<file path="src/rtl/vga_text_avl_writer.sv">
// VGA text-mode VRAM writer: turns PUT / FILL / COLOR commands into
// byte-enabled Avalon-MM write transfers towards the text-mode display slave.
`timescale 1ns/1ps
module vga_text_avl_writer #(
  parameter int COLS      = 80,
  parameter int ROWS      = 30,
  parameter int CTRL_ADDR = 600
) (
  input  logic        CLK,
  input  logic        RESET,
  input  logic        CMD_VALID,
  output logic        CMD_READY,
  input  logic [1:0]  CMD_OP,
  input  logic [4:0]  CMD_ROW,
  input  logic [6:0]  CMD_COL,
  input  logic [6:0]  CMD_CODE,
  input  logic        CMD_INV,
  input  logic [11:0] CMD_FGD,
  input  logic [11:0] CMD_BKG,
  output logic        AVM_CS,
  output logic        AVM_WRITE,
  output logic [9:0]  AVM_ADDR,
  output logic [3:0]  AVM_BYTE_EN,
  output logic [31:0] AVM_WRITEDATA,
  input  logic        AVM_WAITREQUEST,
  output logic        DONE,
  output logic        ERR
);

  localparam logic [1:0] OP_PUT   = 2'd0;
  localparam logic [1:0] OP_FILL  = 2'd1;
  localparam logic [1:0] OP_COLOR = 2'd2;
  localparam logic [1:0] OP_RSVD  = 2'd3;

  // Last VRAM word: four glyph bytes are packed per 32-bit word.
  localparam logic [9:0] LAST_ADDR = 10'((ROWS * COLS) / 4 - 1);

  typedef enum logic [2:0] {S_IDLE, S_CALC, S_WRITE, S_NEXT, S_FIN} state_t;

  state_t      state_q;
  logic        ready_q;
  logic        cs_q;
  logic        write_q;
  logic [9:0]  addr_q;
  logic [3:0]  be_q;
  logic [31:0] data_q;
  logic        done_q;
  logic        err_q;

  // Command fields captured at accept; later input changes do not matter.
  logic [1:0]  op_q;
  logic [4:0]  row_q;
  logic [6:0]  col_q;
  logic [7:0]  glyph_q;
  logic [11:0] fgd_q;
  logic [11:0] bkg_q;

  logic [11:0] idx_d;
  logic [1:0]  lane_d;
  logic        bad_d;

  // Control register layout: {7'b0, FGD RGB, BKG RGB, 1'b0}.
  function automatic logic [31:0] color_word(input logic [11:0] fgd,
                                             input logic [11:0] bkg);
    return {7'd0, fgd, bkg, 1'b0};
  endfunction

  // Place one glyph byte in the selected byte lane, other lanes zero.
  function automatic logic [31:0] lane_word(input logic [7:0] glyph,
                                            input logic [1:0] lane);
    return 32'(glyph) << {lane, 3'b000};
  endfunction

  // Linear glyph index and command validity from the latched fields.
  always_comb begin
    idx_d  = 12'(row_q) * 12'(COLS) + 12'(col_q);
    lane_d = idx_d[1:0];
    bad_d  = (op_q == OP_RSVD) ||
             ((op_q == OP_PUT) && ((row_q >= 5'(ROWS)) || (col_q >= 7'(COLS))));
  end

  // Command FSM with all Avalon and status outputs registered.
  always_ff @(posedge CLK) begin
    if (RESET) begin
      state_q <= S_IDLE;
      ready_q <= 1'b1;
      cs_q    <= 1'b0;
      write_q <= 1'b0;
      addr_q  <= '0;
      be_q    <= '0;
      data_q  <= '0;
      done_q  <= 1'b0;
      err_q   <= 1'b0;
      op_q    <= '0;
      row_q   <= '0;
      col_q   <= '0;
      glyph_q <= '0;
      fgd_q   <= '0;
      bkg_q   <= '0;
    end else begin
      done_q <= 1'b0;
      err_q  <= 1'b0;
      case (state_q)
        S_IDLE: begin
          if (CMD_VALID) begin
            op_q    <= CMD_OP;
            row_q   <= CMD_ROW;
            col_q   <= CMD_COL;
            glyph_q <= {CMD_INV, CMD_CODE};
            fgd_q   <= CMD_FGD;
            bkg_q   <= CMD_BKG;
            ready_q <= 1'b0;
            state_q <= S_CALC;
          end
        end
        S_CALC: begin
          if (bad_d) begin
            err_q   <= 1'b1;
            state_q <= S_FIN;
          end else begin
            case (op_q)
              OP_PUT: begin
                addr_q <= idx_d[11:2];
                be_q   <= 4'b0001 << lane_d;
                data_q <= lane_word(glyph_q, lane_d);
              end
              OP_FILL: begin
                addr_q <= '0;
                be_q   <= 4'b1111;
                data_q <= {4{glyph_q}};
              end
              default: begin
                addr_q <= 10'(CTRL_ADDR);
                be_q   <= 4'b1111;
                data_q <= color_word(fgd_q, bkg_q);
              end
            endcase
            cs_q    <= 1'b1;
            write_q <= 1'b1;
            state_q <= S_WRITE;
          end
        end
        S_WRITE: begin
          // Address, enables and data stay put until the slave stops stalling.
          if (!AVM_WAITREQUEST) begin
            cs_q    <= 1'b0;
            write_q <= 1'b0;
            if (op_q == OP_FILL) begin
              state_q <= S_NEXT;
            end else begin
              done_q  <= 1'b1;
              state_q <= S_FIN;
            end
          end
        end
        S_NEXT: begin
          if (addr_q == LAST_ADDR) begin
            done_q  <= 1'b1;
            state_q <= S_FIN;
          end else begin
            addr_q  <= addr_q + 10'd1;
            cs_q    <= 1'b1;
            write_q <= 1'b1;
            state_q <= S_WRITE;
          end
        end
        S_FIN: begin
          ready_q <= 1'b1;
          state_q <= S_IDLE;
        end
        default: begin
          ready_q <= 1'b1;
          cs_q    <= 1'b0;
          write_q <= 1'b0;
          state_q <= S_IDLE;
        end
      endcase
    end
  end

  assign CMD_READY     = ready_q;
  assign AVM_CS        = cs_q;
  assign AVM_WRITE     = write_q;
  assign AVM_ADDR      = addr_q;
  assign AVM_BYTE_EN   = be_q;
  assign AVM_WRITEDATA = data_q;
  assign DONE          = done_q;
  assign ERR           = err_q;

endmodule

</file>
<file path="config.mk">
export PLATFORM = sky130hd
export DESIGN_NAME = vga_text_avl_writer
export DESIGN_NICKNAME = d
export VERILOG_FILES = /design/src/rtl/vga_text_avl_writer.sv
export SDC_FILE = /design/constraint.sdc
export NUM_CORES = 1
export LEC_CHECK = 0
export CELL_PAD_IN_SITES_DETAIL_PLACEMENT = 1
export CELL_PAD_IN_SITES_GLOBAL_PLACEMENT = 1
export CORE_ASPECT_RATIO = 0.75
export CORE_MARGIN = 10
export CORE_UTILIZATION = 30
export CTS_BUF_LIST = sky130_fd_sc_hd__clkbuf_2 sky130_fd_sc_hd__clkbuf_4 sky130_fd_sc_hd__clkbuf_8
export CTS_CLUSTER_SIZE = 25
export DETAILED_ROUTE_END_ITERATION = 10
export PLACE_DENSITY = 0.67
export SETUP_SLACK_MARGIN = 0.05
export SYNTH_ARGS = -nofsm -noshare
export SYNTH_HDL_FRONTEND = slang
export SYNTH_SLANG_ARGS = --single-unit
</file>
<file path="constraint.sdc">
create_clock -name CLK -period 4 [get_ports CLK]
set_input_delay 0.8 -clock CLK [delete_from_list [all_inputs] [get_ports CLK]]
set_output_delay 0.8 -clock CLK [all_outputs]
set_load 0.02 [all_outputs]
</file>
==> results of run 1 <==
## per-stage QoR
step	cells	total power [uW]
finish	826	2310
global route	826	2430
detailed placement	810	1650
global placement	810	1640
floorplan	545	1440
CTS	826	2330
## cells by family after synthesis
logic type | Yosys count | share of synthesized area
AOI/OAI and AO/OA | 145 | 0.216
xor gates and xnor gates | 5 | 0.00981
and+or+nand+nor | 235 | 0.238
muxes | 1 | 0.00252
adders and majority gates | 12 | 0.0370
buffers and inverters | 48 | 0.0527
DFF | 99 | 0.444
## flip-flops by register name (all words and copies together) (netlist names)
signal	cells
AVM_WRITEDATA	32
AVM_WRITE	1
col_q	7
DONE	1
AVM_BYTE_EN	4
row_q	5
glyph_q	8
op_q	2
CMD_READY	1
AVM_ADDR	10
bkg_q	12
ERR	1
state_q	3
fgd_q	12
## power breakdown
part / leakage (uW) / internal (uW) / switching (uW) / total (uW)
sequential: 0.000810 / 1060 / 72.9 / 1130
combinational: 0.00117 / 210 / 287 / 497
clock: 0.0000984 / 304 / 373 / 677
## path summary, 6_finish.rpt
check	start	end	slack (ps)	depth (start not counted)
setup / recovery	row_q[1]	AVM_ADDR[8]	1430	8
hold / removal	bkg_q[1]	bkg_q[1]	460	2
setup reg to reg	row_q[1]	AVM_ADDR[8]	1430	8
hold reg to reg	bkg_q[1]	bkg_q[1]	460	2
## metal layers
layer | wire length [um] | track usage
met1 | 6980 | 0.186
met2 | 7400 | 0.244
met3 | 825 | 0.0384
met4 | 152 | 0.0416
met5 | 0 | 0
## Yosys cell counts, types with 2 or more instances
cell type / instances
nor2_1: 44
ha_1: 10
buf_2: 8
a311oi_1: 4
nand2_1: 115
o22ai_1: 3
nand2b_1: 6
buf_1: 2
buf_6: 4
o211ai_1: 2
nor4_1: 2
a221oi_1: 20
or3_1: 2
xnor2_1: 5
a211oi_1: 4
a31oi_1: 4
a21o_1: 2
nor2b_1: 2
a221oi_2: 5
fa_1: 2
a21oi_1: 73
buf_4: 4
o21ai_0: 8
a211o_1: 3
and2_1: 2
dfxtp_1: 99
clkbuf_1: 22
inv_1: 8
nand4_1: 5
a31o_2: 2
nor3_1: 26
o31ai_1: 4
nand3_1: 17
nor3b_1: 3
## layout make-up
class,instances,area (um2),area share
multi-input cells,398,2260,0.392
clock inverters,6,73.8,0.0128
well taps,200,250,0.0434
inverters,8,30.0,0.00521
flip-flops and latches,99,1980,0.344
clock buffers,10,131,0.0228
repair buffers,105,1040,0.180
## worst max-delay path: cells and delay by family (launching register included)
family	cells	cell delay, ps
simple gates	2	270
xor+xnor	1	320
compound gates	1	220
mux	1	270
fa+ha+maj	3	930
flops	1	470
==> summary.txt, run 1 <==
Drt
  – Post-DR wirelength/cell: 18.6 um
  – Final antenna-violating net count: 0
  – Vias per Instance: 5.19
  – Final WL: 15400 um
  – Vias: 4284
  – Iter 0 DRT Violations: 242
  – DRC Markers: 0
  – First-pass DRT Iterations: 4

Synth
  – Average instance area after synthesis: 8.19 um2
  – Synth Register Bits: 99
  – Synth warn: 0
  – Syn_nets: 607
  – Commonest register cell after synthesis: dfxtp_1
  – Ranking of synthesized cells by area: dfxtp_1, nand2_1, a21oi_1
  – Synth top area share: 0.444
  – Synth Instances: 545
  – Sequential element share of the synthesized area: 0.444
  – Unique masters post-synth: 57
  – Post-synth EDFFs: 0
  – Cell taking the most area after synthesis: dfxtp_1
  – Mapped cell area: 4460 um2
  – Fraction of registers with async set/reset: 0

Timing
  – Setup violators final: 0
  – Min Hold Slack: 464 ps
  – Setup Skew: 9.55 ps
  – Worst Tran Pin Value: 975 ps
  – RSZ-0062 raised after global routing: false
  – Final worst path period need: 2570 ps
  – Setup TNS: 0 ps
  – Worst relative slew slack: 0.350
  – Final WS setup: 1430 ps
  – Final slew viol count: 0
  – Final period util: 0.643
  – F_max: 389 MHz
  – Final hold viol count: 0

Placed design
  – Setup WS pre-CTS: 1240 ps
  – Port bufs: 100
  – Dpl cell area: 5560 um2
  – HPWL after DPL: 11200 um
  – Final Wtd Congestion: 0.837

Die
  – Num rows: 38
  – Initial core utilization: 0.308
  – Full die area: 20200 um2
  – Number of top-level pins: 101
  – Die H: 126 um
  – Placeable core area: 14500 um2
  – Die width: 161 um

Cells and area
  – Area Growth Syn to Fin: 29.2%
  – FILL cells: 1727
  – ANT cells: 0
  – Final instance area: 5770 um2
  – Final core utilization: 0.398
  – Nets: 683
  – Commonest non-fill, non-tap cell in the layout: nand2_1
  – Commonest cells after routing, fill and taps aside: nand2_1, dfxtp_1, clkdlybuf4s50_1
  – Ratio of cells with drive above 1 in the final layout: 0.0655

Critical path
  – Critical Path RT: 4270 ps
  – Worst EP arrival: 2840 ps
  – CP most frequent cell: ha_1
  – Critical-path cell list: ha_1 -> ha_1 -> fa_1 -> xnor2_1 -> nor3_1 -> nand2b_1 -> mux2_2 -> o311ai_1
  – CP peak stage delay: 470 ps
  – Worst setup EP type: register
  – Worst Path Max Fanout: 5
  – Crit path kind: register to register
  – Slowest CP cell: dfxtp_1
  – Startpoint Class: register

Clocking
  – CTS tree: built
  – Maximum root-to-sink buffer count: 2
  – Hold_buf cts: 0
  – Total CTS buffers: 9
  – Clk root buf: clkbuf_8
  – Post-CTS Resized: 0
  – Latest clock arrival within the worst-skew pair: 360 ps
  – H-Tree Depth: 3
  – Clock sink count: 99
  – Setup Fix Bufs, Post-CTS: 0
  – Clock transition at path regs: 100 ps

GRT
  – Final global-route overflow total: 0
  – Vias in the first global route: 4623
  – Global-route wire length before repair: 24500 um
  – Initial antenna violation count: 0
  – Overall fraction of global-route tracks in use: 0.148
  – Largest net degree at the start of global routing: 53

Power and ir drop
  – Pwr dens: 400 nW/um2
  – Lkg Pwr: 0.00208 uW
  – Worst VDD drop: 0.165 mV

Outcome
  – Status: finished, final reports clean

Min path
  – Hold crit path type: register to register

Flow run
  – Max-cap violations: 0
Power figures use the tool's default switching activity.
==> run 2: changes to the inputs <==
--- a/config.mk
+++ b/config.mk
@@ -13,7 +13,7 @@
 export CTS_BUF_LIST = sky130_fd_sc_hd__clkbuf_2 sky130_fd_sc_hd__clkbuf_4 sky130_fd_sc_hd__clkbuf_8
 export CTS_CLUSTER_SIZE = 25
 export DETAILED_ROUTE_END_ITERATION = 10
-export PLACE_DENSITY = 0.67
+export PLACE_DENSITY = 0.7
 export SETUP_SLACK_MARGIN = 0.05
 export SYNTH_ARGS = -nofsm -noshare
 export SYNTH_HDL_FRONTEND = slang
==> constraint.sdc (replaced) <==
create_clock -name CLK -period 2.3 [get_ports CLK]
set_input_delay 0.46 -clock CLK [delete_from_list [all_inputs] [get_ports CLK]]
set_output_delay 0.46 -clock CLK [all_outputs]
set_load 0.02 [all_outputs]
==> run 2 against run 1 <==
Compared with the run above: clock power is 89% higher; highest routed layer unchanged; total power rose by 81%; sequential power rose by 73%; via count fell by 0.14%; final area is 4.3% higher; register-to-register slack worse by 1300 ps; critical path type unchanged; maximum frequency grew 16%.
==> summary.txt, run 2 (synthesis gave the netlist of run 1 again) <==
Power and ir drop
  – Lkg Pwr: 0.00220 uW (was 0.00208 uW)
  – Pint: 2910 uW (was 1570 uW)
  – Pwr dens: 695 nW/um2 (was 400 nW/um2)
  – Sw Share: 0.303 (was 0.318)
  – Worst VDD drop: 0.347 mV (was 0.165 mV)
  – P_sw: 1270 uW (was 733 uW)
  – Comb power frac: 0.224 (was 0.216)
  – Seq pwr share: 0.469 (was 0.490)
  – Clock power share: 0.307 (was 0.294)

GRT
  – Largest net degree at the start of global routing: 82 (was 53)
  – Initial antenna violation count: 0 (unchanged)
  – Vias in the first global route: 4530 (was 4623)
  – Global-route wire length before repair: 25000 um (was 24500 um)
  – Overall fraction of global-route tracks in use: 0.149 (was 0.148)
  – Final global-route overflow total: 0 (unchanged)

Critical path
  – Startpoint Class: register (unchanged)
  – Worst EP arrival: 2480 ps (was 2840 ps)
  – Reg2reg setup slack: 80 ps (was 1430 ps)
  – Critical Path RT: 2570 ps (was 4270 ps)
  – Worst Path Max Fanout: 3 (was 5)
  – Worst setup EP type: register (unchanged)
  – Crit Reg-Reg Startpoint: row_q[1] (unchanged)
  – Depth of the most critical reg-to-reg path: 8 (unchanged)
  – Crit path kind: register to register (unchanged)
  – RR Endpoint: AVM_ADDR[8] (unchanged)

Clocking
  – CTS tree: built (unchanged)
  – Clock transition at path regs: 100 ps (about the same)
  – Clk root buf: clkbuf_8 (unchanged)
  – Hold_buf cts: 0 (unchanged)
  – Clock sink count: 99 (unchanged)
  – Total CTS buffers: 9 (unchanged)
  – Maximum root-to-sink buffer count: 2 (unchanged)
  – H-Tree Depth: 3 (unchanged)
  – Latest clock arrival within the worst-skew pair: 360 ps (about the same)

Timing
  – Min Hold Slack: 461 ps (was 464 ps)
  – RSZ-0062 raised after global routing: true (was false)
  – Worst Tran Pin Value: 771 ps (was 975 ps)
  – F_max: 451 MHz (was 389 MHz)
  – Setup Skew: 6.76 ps (was 9.55 ps)
  – Setup violators final: 0 (unchanged)
  – Final slew viol count: 0 (unchanged)
  – Final worst path period need: 2220 ps (was 2570 ps)
  – Worst relative slew slack: 0.484 (was 0.350)
  – Final period util: 0.964 (was 0.643)
  – Final hold viol count: 0 (unchanged)

Drt
  – Final antenna-violating net count: 0 (unchanged)
  – Iter 0 DRT Violations: 267 (was 242)
  – DRC Markers: 0 (unchanged)
  – Vias per Instance: 5.09 (was 5.19)
  – Vias: 4278 (was 4284)
  – Final WL: 15500 um (was 15400 um)
  – First-pass DRT Iterations: 4 (unchanged)
  – Post-DR wirelength/cell: 18.5 um (was 18.6 um)

Min path
  – Hold Path Origin: col_q[2] (was bkg_q[1])
  – Hold Path Depth: 2 (unchanged)
  – Hold crit path type: register to register (unchanged)
  – Hold EP: col_q[2] (was bkg_q[1])

Placed design
  – Placed insts: 824 (was 810)
  – Final Wtd Congestion: 0.857 (was 0.837)
  – Port bufs: 100 (unchanged)
  – HPWL after DPL: 11500 um (was 11200 um)

Die
  – Num rows: 38 (unchanged)
  – Initial core utilization: 0.308 (unchanged)
  – Placeable core area: 14500 um2 (unchanged)
  – Die H: 126 um (unchanged)
  – Number of top-level pins: 101 (unchanged)
  – Full die area: 20200 um2 (unchanged)
  – Die width: 161 um (unchanged)

Cells and area
  – Nets: 697 (was 683)
  – Area Growth Syn to Fin: 34.7% (was 29.2%)
  – ANT cells: 0 (unchanged)
  – Non-Filler Instances: 840 (was 826)
  – Commonest cells after routing, fill and taps aside: nand2_1, clkdlybuf4s50_1, dfxtp_1 (was nand2_1, dfxtp_1, clkdlybuf4s50_1)
  – Commonest non-fill, non-tap cell in the layout: nand2_1 (unchanged)
  – Max reg flops: 32 (unchanged)
  – Ratio of cells with drive above 1 in the final layout: 0.106 (was 0.0655)

Flow run
  – Max-cap violations: 0 (unchanged)

Outcome
  – Status: finished, final reports clean (unchanged)
[run 2: worst max-delay path: stages (launching register included)]
cell,delay (ps)
dfxtp_2,350
ha_4,240
ha_4,160
fa_2,550
nand2_2,80
nor3_4,190
nand2_1,80
mux2_4,290
o311ai_2,200
[run 2: layer usage]
layer	vias up	track usage	routed length, um	part of all wire
li1	2104	-	-	-
met1	2057	0.211	7700	0.50
met2	110	0.227	6780	0.44
met3	7	0.0365	921	0.059
met4	0	0.0278	102	0.0066
met5	-	0	0	0
[run 2: worst max-delay path by stage]
stage | start | to | slack, ps
floorplan | row_q[1] | AVM_ADDR[8] | 80
global placement | row_q[1] | AVM_ADDR[8] | 20
detailed placement | row_q[1] | AVM_ADDR[8] | -80
CTS | row_q[1] | AVM_ADDR[8] | 50
global route | row_q[1] | AVM_ADDR[8] | 3
finish | row_q[1] | AVM_ADDR[8] | 80
[run 2: what timing repair did]
action	in CTS	in global routing
buffers inserted	0	0
endpoints found under the setup margin	1	2
hold endpoints to repair	0	0
resized for setup	13	2
pin swaps	4	4
cloned	0	0
[run 2: power groups by stage]
stage          Combinational, uW  Sequential (uW)  Clock (uW)
6_report                     938             1960        1280
5_1_grt                     1040             1980        1380
4_1_cts                      940             1960        1310
3_5_place_dp                 923             2000           0
3_3_place_gp                 901             1990           0
2_1_floorplan                471             2030           0
[run 2: stage by stage]
stage | cell area, um2 | util | setup slack (ps) | power [uW] | setup TNS [ps]
after global placement | 5700 | 0.393 | 20.6 | 2890 | 0
final | 6010 | 0.415 | 81.9 | 4180 | 0
after floorplan | 4470 | - | 76.8 | 2500 | 0
after detailed placement | 5700 | 0.393 | -76.3 | 2920 | -76.3
after global routing | 6010 | 0.415 | 3.41 | 4390 | 0
after CTS | 6000 | 0.414 | 50.5 | 4210 | 0
[run 2: cell type report]
class	instances	area (um2)
Fill cell	1738	8490
Multi-Input combinational cell	398	2350
Tap cell	200	250
Inverter	8	30.0
Clock buffer	11	145
Sequential cell	99	1990
Timing Repair Buffer	119	1170
Clock inverter	5	82.6
